--- src/rtl/csr_exec_pkg.sv ---
// Shared types for the CSR execute stage and the CSR register file.
package csr_exec_pkg;

  // CSR write command, also used by the csr register file's write port.
  typedef enum logic [1:0] {
    CSR_NONE = 2'b00,
    CSR_SET  = 2'b01,
    CSR_OR   = 2'b10,
    CSR_ANDN = 2'b11
  } csr_op_t;

  // Exception cause codes reported to writeback.
  typedef enum logic [3:0] {
    ECAUSE_NONE = 4'd0,
    IILLEGAL    = 4'd2
  } ecause_t;

  // Zicsr funct3 encodings.
  localparam logic [2:0] F3_CSRRW  = 3'b001;
  localparam logic [2:0] F3_CSRRS  = 3'b010;
  localparam logic [2:0] F3_CSRRC  = 3'b011;
  localparam logic [2:0] F3_CSRRWI = 3'b101;
  localparam logic [2:0] F3_CSRRSI = 3'b110;
  localparam logic [2:0] F3_CSRRCI = 3'b111;

  // Execute-stage sequencing.
  typedef enum logic [1:0] {
    ST_IDLE = 2'b00,
    ST_PEND = 2'b01,
    ST_RESP = 2'b10
  } exec_state_t;

endpackage

--- src/rtl/csr_exec_decode.sv ---
// Combinational decode of a Zicsr instruction into a CSR port command.
module csr_exec_decode
  import csr_exec_pkg::*;
(
  input  logic [31:7] insn,
  input  logic [31:0] rs1_val,
  output logic [11:0] addr,
  output logic [4:0]  rd,
  output csr_op_t     op,
  output logic [31:0] wdata,
  output logic        illegal
);

  logic [2:0] f3;
  logic [4:0] src;
  csr_op_t    raw_op;

  assign rd   = insn[11:7];
  assign f3   = insn[14:12];
  assign src  = insn[19:15];
  assign addr = insn[31:20];

  // Immediate forms carry a zero-extended 5-bit value in the rs1 field.
  assign wdata = f3[2] ? {27'd0, src} : rs1_val;

  // Set/clear with a zero source never modifies the CSR, so it is a pure read.
  always_comb begin
    raw_op = CSR_NONE;
    case (f3)
      F3_CSRRW, F3_CSRRWI: raw_op = CSR_SET;
      F3_CSRRS, F3_CSRRSI: raw_op = (src == 5'd0) ? CSR_NONE : CSR_OR;
      F3_CSRRC, F3_CSRRCI: raw_op = (src == 5'd0) ? CSR_NONE : CSR_ANDN;
      default:             raw_op = CSR_NONE;
    endcase
  end

  // Unused funct3 encodings, or any write to the read-only CSR quadrant.
  assign illegal = (f3[1:0] == 2'b00) ||
                   ((addr[11:10] == 2'b11) && (raw_op != CSR_NONE));

  assign op = illegal ? CSR_NONE : raw_op;

endmodule

--- src/rtl/csr_exec.sv ---
// CSR execute stage: one instruction in flight, single-cycle CSR access once
// all older instructions have retired, result held until writeback takes it.
module csr_exec
  import csr_exec_pkg::*;
(
  input  logic        clk,
  input  logic        reset,
  input  logic        in_valid,
  output logic        in_ready,
  input  logic [29:0] in_pc,
  input  logic [31:0] in_insn,
  input  logic [31:0] in_rs1_val,
  input  logic        older_empty,
  input  logic        flush,
  output logic [11:0] csr_addr,
  output csr_op_t     csr_write,
  output logic [31:0] csr_wdata,
  input  logic        csr_error,
  input  logic [31:0] csr_rdata,
  output logic        out_valid,
  input  logic        out_ready,
  output logic [29:0] out_pc,
  output logic [4:0]  out_rd,
  output logic [31:0] out_data,
  output logic        out_exc,
  output ecause_t     out_exc_cause
);

  exec_state_t state_reg, state_next;
  logic [29:0] pc_reg;
  logic [31:0] insn_reg;
  logic [31:0] opnd_reg;
  logic        fire;
  logic        fire_exc;
  logic [4:0]  dec_rd;
  csr_op_t     dec_op;
  logic        dec_illegal;

  logic [29:0] out_pc_reg;
  logic [4:0]  out_rd_reg;
  logic [31:0] out_data_reg;
  logic        out_exc_reg;
  ecause_t     out_cause_reg;

  csr_exec_decode u_decode (
    .insn    (insn_reg[31:7]),
    .rs1_val (opnd_reg),
    .addr    (csr_addr),
    .rd      (dec_rd),
    .op      (dec_op),
    .wdata   (csr_wdata),
    .illegal (dec_illegal)
  );

  assign fire_exc = dec_illegal | csr_error;

  // State register.
  always_ff @(posedge clk) begin
    if (reset) state_reg <= ST_IDLE;
    else       state_reg <= state_next;
  end

  // Next state and handshake/CSR strobes; flush and reset override everything.
  always_comb begin
    state_next = state_reg;
    in_ready   = 1'b0;
    out_valid  = 1'b0;
    csr_write  = CSR_NONE;
    fire       = 1'b0;
    case (state_reg)
      ST_IDLE: begin
        in_ready = 1'b1;
        if (in_valid) state_next = ST_PEND;
      end
      ST_PEND: begin
        if (older_empty) begin
          fire       = 1'b1;
          csr_write  = dec_op;
          state_next = ST_RESP;
        end
      end
      ST_RESP: begin
        out_valid = 1'b1;
        if (out_ready) state_next = ST_IDLE;
      end
      default: state_next = ST_IDLE;
    endcase
    if (flush || reset) begin
      state_next = ST_IDLE;
      in_ready   = 1'b0;
      out_valid  = 1'b0;
      csr_write  = CSR_NONE;
      fire       = 1'b0;
    end
  end

  // Instruction capture on accept and result capture on the access cycle.
  always_ff @(posedge clk) begin
    if (reset) begin
      pc_reg        <= '0;
      insn_reg      <= '0;
      opnd_reg      <= '0;
      out_pc_reg    <= '0;
      out_rd_reg    <= '0;
      out_data_reg  <= '0;
      out_exc_reg   <= 1'b0;
      out_cause_reg <= ECAUSE_NONE;
    end else begin
      if (in_valid && in_ready) begin
        pc_reg   <= in_pc;
        insn_reg <= in_insn;
        opnd_reg <= in_rs1_val;
      end
      if (fire) begin
        out_pc_reg    <= pc_reg;
        out_exc_reg   <= fire_exc;
        out_rd_reg    <= fire_exc ? 5'd0 : dec_rd;
        out_data_reg  <= fire_exc ? insn_reg : csr_rdata;
        out_cause_reg <= fire_exc ? IILLEGAL : ECAUSE_NONE;
      end
    end
  end

  assign out_pc        = out_pc_reg;
  assign out_rd        = out_rd_reg;
  assign out_data      = out_data_reg;
  assign out_exc       = out_exc_reg;
  assign out_exc_cause = out_cause_reg;

endmodule

--- config.mk ---
export PLATFORM = sky130hd
export DESIGN_NAME = csr_exec
export DESIGN_NICKNAME = d
export VERILOG_FILES = /design/src/rtl/csr_exec_pkg.sv /design/src/rtl/csr_exec_decode.sv /design/src/rtl/csr_exec.sv
export SDC_FILE = /design/constraint.sdc
export NUM_CORES = 1
export LEC_CHECK = 0
export CORE_MARGIN = 5
export CORE_UTILIZATION = 31
export DETAILED_ROUTE_END_ITERATION = 6
export SLEW_MARGIN = 20
export SYNTH_ARGS = -nofsm -noshare
export SYNTH_HDL_FRONTEND = slang
export SYNTH_SLANG_ARGS = --single-unit
--- constraint.sdc ---
create_clock -name clk -period 3.8 [get_ports clk]
set_input_delay 0.76 -clock clk [delete_from_list [all_inputs] [get_ports clk]]
set_output_delay 0.76 -clock clk [all_outputs]
set_load 0.1 [all_outputs]
==> reports/results.txt, run 1 <==
Status -> finished clean
Leakage -> 3.517 nW
Seq pwr share -> 0.436
Final Cycle Share -> 0.8814
Largest net degree at the start of global routing -> 109
Clk_skew -> 8.970 ps
Global-route usage over all layers -> 0.1643
Die height -> 155.2 um
Max Fclk -> 298.6 MHz
Die W -> 155.2 um
Core footprint -> 0.02089 sq mm
First-pass GRT wire length -> 31390 um
Crit path capture type -> output pin
Peak VDD IR -> 0.2747 mV
RSZ-0062 raised after global routing -> no
Mapped cell area -> 0.006533 sq mm
CP required -> 3040 ps
Layout Cells excl Fill -> 1274
Post_cts resized -> 0
Io pins -> 253
Fin. max-slew vios -> 0
TNS Setup -> 0 ps
Synth top area share -> 0.5026
Power Total -> 4.076 mW
Sw Ratio -> 0.2540
Rows -> 53
Routed vias/inst -> 4.572
Hold-fix buffers, CTS -> 0
Yosys reg bits -> 164
Pre-antenna DRT Iters -> 4
Cells after Synth -> 783
Number of setup buffers added after CTS -> 0
Final GP Congestion -> 0.7725
Synth cell types -> 32
ANT nets after route -> 0
Via Count -> 5825
Slew @ Worst Pin -> 1096 ps
Final setup vio count -> 0
DRT iter0 DRCs -> 263
CTS tree -> built
Worst reg-to-reg setup slack -> 1680 ps
Rel. slew slack -> 0.2692
Final nets -> 1119
Die area -> 0.02408 sq mm
CTS root buffer -> clkbuf_16
Vias in the first global route -> 5563
Critical path launch point type -> input port
Most used DFF post-synth -> dfxtp_1
Detailed Place HPWL -> 13890 um
P_sw -> 1.035 mW
H-tree Lvls -> 4
Crit path max fanout -> 6
Critical path arrival -> 2590 ps
Initial antenna violation count -> 1
Synthesized area per cell -> 8.343 sq um
Dpl cells -> 1242
Layout cell share with drive strength beyond 1 -> 0.09309
Post-DP Area -> 0.009019 sq mm
Synth top area cells -> dfxtp_1 50%, nand2_1 15%, a21oi_1 7.7%, nand3b_1 7.0%, mux2i_1 5.1%
Combinational power share -> 0.118
Number of synthesized flops with an enable pin -> 0
Clock power share -> 0.446
Diode count -> 0
Crit path kind -> in2out
CTS sink cnt -> 164
Starting density of the core -> 0.3127
I/O Buffers -> 249
WL/cell -> 16.07 um
Syn-to-layout area delta -> 47.62%
MaxCap Viol Count -> 0
FILL cells -> 2095
Max clock buf depth -> 2
Internal Power -> 3.041 mW
PwrDens -> 422.7 mW/mm^2
Async SR Flop Fraction -> 0
Synth warnings -> 0
Worst min path class -> reg2reg
Worst-Skew Late Latency -> 420 ps
Final hold violation count -> 0
Crit path time final -> 3349 ps
Total CTS buffers -> 17
Yosys top cell by area -> dfxtp_1
Number of remaining DRC errors -> 0
Final wirelength -> 20480 um
Final Instance Area -> 0.009643 sq mm
Grt ovf -> 0
Clk slew on worst S/H paths -> 70 ps
Post-synthesis sequential area ratio -> 0.5026
[power by group through the flow]
stage                     combinational (mW)  sequential (mW)  clock [mW]
final                                  0.481             1.78        1.82
after global routing                   0.510             1.78        1.94
after CTS                              0.487             1.78        1.88
after detailed placement               0.485             1.82           0
after global placement                 0.484             1.82           0
after floorplan                        0.278             1.82           0
[per-layer routing]
metal  track usage  vias to the layer above  wire length (um)
li1              -                     2963                 -
met1        0.2116                     2692              8873
met2        0.2717                      141             10060
met3       0.03755                       27              1101
met4       0.05593                        2               433
met5             0                        -                13
[final cells by class]
cell class	count	area (sq um)	share of cell area
inverter	1	3.754	0.0003893
sequential	164	3283	0.3405
tap	275	344.1	0.03568
clock buffer	20	456.7	0.04736
clock inverter	12	167.7	0.01739
multi-input combinational	542	2855	0.2961
timing repair buffer	260	2532	0.2626
[critical path, cell delays in order]
cell	delay (ps)
clkdlybuf4s50_1	530
or4_4	590
a21oi_1	260
and3_1	260
buf_12	180
[worst paths after layout]
kind / depth (start not counted) / endpoint / start
max reg2reg: 6 / out_data[31]$_SDFFE_PP0P_ / state_reg[0]$_SDFFE_PP0P_
min: 2 / out_pc[22]$_SDFFE_PP0P_ / pc_reg[22]$_SDFFE_PP0P_
min reg2reg: 2 / out_pc[22]$_SDFFE_PP0P_ / pc_reg[22]$_SDFFE_PP0P_
max: 5 / csr_write[0] / flush
[cell usage after synthesis (10+ instances only)]
library cell and instances:
a21oi_1 101, nor2b_1 27, dfxtp_1 164, nand2_1 256
buf_4 23, nand3b_1 61, buf_2 10, mux2i_1 33
o21ai_0 11, o21ai_1 20, clkbuf_1 38
[stage by stage]
stage	utilization	hold WS, ps	setup WS [ps]
after floorplan	-	415.4	253.2
after global placement	0.4317	422.8	428.9
after detailed placement	0.4317	425.3	406.9
after CTS	0.4616	432.7	412.8
after global routing	0.4616	436.5	376.3
final	0.4616	430.1	450.7
[placed cells by master (no fill, tap or decap), types with 2 or more instances in the layout]
master / count
nand2_1: 255
clkdlybuf4s50_1: 212
dfxtp_1: 164
a21oi_1: 101
nand3b_1: 61
buf_4: 44
mux2i_1: 33
nor2b_1: 27
o21ai_1: 20
clkbuf_16: 17
o21ai_0: 11
mux2_2: 5
nand3_1: 5
nor2_1: 4
clkinv_4: 4
inv_6: 4
buf_12: 4
conb_1: 3
bufinv_16: 3
nor3_1: 2
nor4_2: 2
a211oi_2: 2
clkbuf_8: 2
[logic make-up (layout without fill, tap and decap cells)]
kind of cell / count (synthesis) / count (layout) / share of synthesized area
AND/OR/NAND/NOR: 365 / 365 / 0.2628
flip-flops: 164 / 164 / 0.5026
AO/OA/AOI/OAI: 136 / 136 / 0.1082
buffers and inverters: 79 / 293 / 0.06665
multiplexers: 38 / 38 / 0.05918
other: 1 / 3 / 0.0005741
(Power assumes the default switching activity.)
==> inputs of run 2 (changes only) <==
--- a/config.mk
+++ b/config.mk
@@ -7,6 +7,7 @@
 export LEC_CHECK = 0
 export CORE_MARGIN = 5
 export CORE_UTILIZATION = 31
+export CTS_BUF_LIST = sky130_fd_sc_hd__clkbuf_8
 export DETAILED_ROUTE_END_ITERATION = 6
 export SLEW_MARGIN = 20
 export SYNTH_ARGS = -nofsm -noshare
==> reports/results.txt, run 2 (same netlist as run 1, synthesis figures left out) <==
CTS sink cnt -> 164
Worst-Skew Late Latency -> 450 ps
Worst min path class -> reg2reg
Syn-to-layout area delta -> 44.68%
Slew @ Worst Pin -> 1114 ps
I/O Buffers -> 249
CTS tree -> built
Die W -> 155.2 um
Critical path launch point type -> input port
Crit path time final -> 3345 ps
Final setup vio count -> 0
Starting density of the core -> 0.3127
Fin util -> 0.4525
Io pins -> 253
ANT nets after route -> 0
Grt ovf -> 0
Final nets -> 1119
Leading cell type in the layout, fill and taps excluded -> nand2_1
Crit path kind -> in2out
Status -> finished clean
Crit path max fanout -> 6
Post-route setup slack -> 454.9 ps
WL/cell -> 16.04 um
Peak VDD IR -> 0.2279 mV
Rows -> 53
Hold-fix buffers, CTS -> 0
Fin. max-slew vios -> 0
Initial antenna violation count -> 1
Die area -> 0.02408 sq mm
Pre-antenna DRT Iters -> 4
Vias in the first global route -> 5560
TNS Setup -> 0 ps
Final Cycle Share -> 0.8803
H-tree Lvls -> 4
Final wirelength -> 20430 um
Layout cell share with drive strength beyond 1 -> 0.09309
Via Count -> 5873
Global-route usage over all layers -> 0.1640
CP required -> 3040 ps
Core footprint -> 0.02089 sq mm
PwrDens -> 384.5 mW/mm^2
Clk slew on worst S/H paths -> 90 ps
RSZ-0062 raised after global routing -> no
Number of remaining DRC errors -> 0
Max clock buf depth -> 2
Setup slack at placement -> 406.9 ps
First-pass GRT wire length -> 31320 um
Worst reg-to-reg setup slack -> 1670 ps
Die height -> 155.2 um
Final hold violation count -> 0
Total CTS buffers -> 17
CP Launch Point -> flush
Number of setup buffers added after CTS -> 0
Routed vias/inst -> 4.610
Clk_skew -> 14.84 ps
Crit path capture type -> output pin
DRT iter0 DRCs -> 229
Leakage -> 3.434 nW
Diode count -> 0
Max Fclk -> 298.9 MHz
Detailed Place HPWL -> 13890 um
Final GP Congestion -> 0.7725
Critical path arrival -> 2590 ps
Post_cts resized -> 0
Rel. slew slack -> 0.2575
MaxCap Viol Count -> 0
RR Startpoint -> state_reg[0]$_SDFFE_PP0P_
Largest net degree at the start of global routing -> 109
Hold_sp -> pc_reg[0]$_SDFFE_PP0P_
CTS root buffer -> clkbuf_8
Commonest non-fill, non-tap cells in the layout -> 255 x nand2_1, 212 x clkdlybuf4s50_1, 164 x dfxtp_1
## run 2: cell types whose count changed in the layout (fill, tap and decap cells not counted), sizes merged
cell and change:
inv +1, clkbuf -1
## run 2: worst paths after layout
| path | to | cells past startpoint |
|---|---|---|
| setup / recovery | csr_write[0] | 5 |
| hold / removal | out_pc[0]$_SDFFE_PP0P_ | 2 |
| setup reg to reg | out_data[31]$_SDFFE_PP0P_ | 6 |
| hold reg to reg | out_pc[0]$_SDFFE_PP0P_ | 2 |
## run 2: layout make-up
cell class / count / area, sq um
fillers: 2112 / 11440
flip-flops and latches: 164 / 3283
multi-input cells: 542 / 2855
repair buffers: 260 / 2532
well taps: 275 / 344.1
clock buffers: 19 / 261.5
clock inverters: 13 / 171.4
inverters: 1 / 3.754
## run 2: stage by stage
step	hold slack (ps)	instances	instance area, sq um	power [mW]
finish	432.9	1274	9452	3.634
global route	433.7	1274	9452	3.796
CTS	433.7	1274	9452	3.697
global placement	422.8	1242	9019	2.301
floorplan	415.4	785	6546	2.102
detailed placement	425.3	1242	9019	2.302
## run 2: where the power goes
group	switching (mW)	internal [mW]	leakage (nW)	total, mW
Clock	0.680	0.696	0.219	1.38
Sequential	0.0246	1.75	1.33	1.78
Combinational	0.277	0.204	1.89	0.481
## run 2: worst max-delay path, stage by stage
cell             delay [ps]
clkdlybuf4s50_1         540
or4_4                   590
a21oi_1                 250
and3_1                  260
buf_12                  180
## run 2: metal layers
layer,vias up,track usage,routed length (um)
met2,166,0.2713,9913
met1,2725,0.2104,8926
li1,2956,-,-
met5,-,0,13
met3,24,0.03922,1144
met4,2,0.05551,431
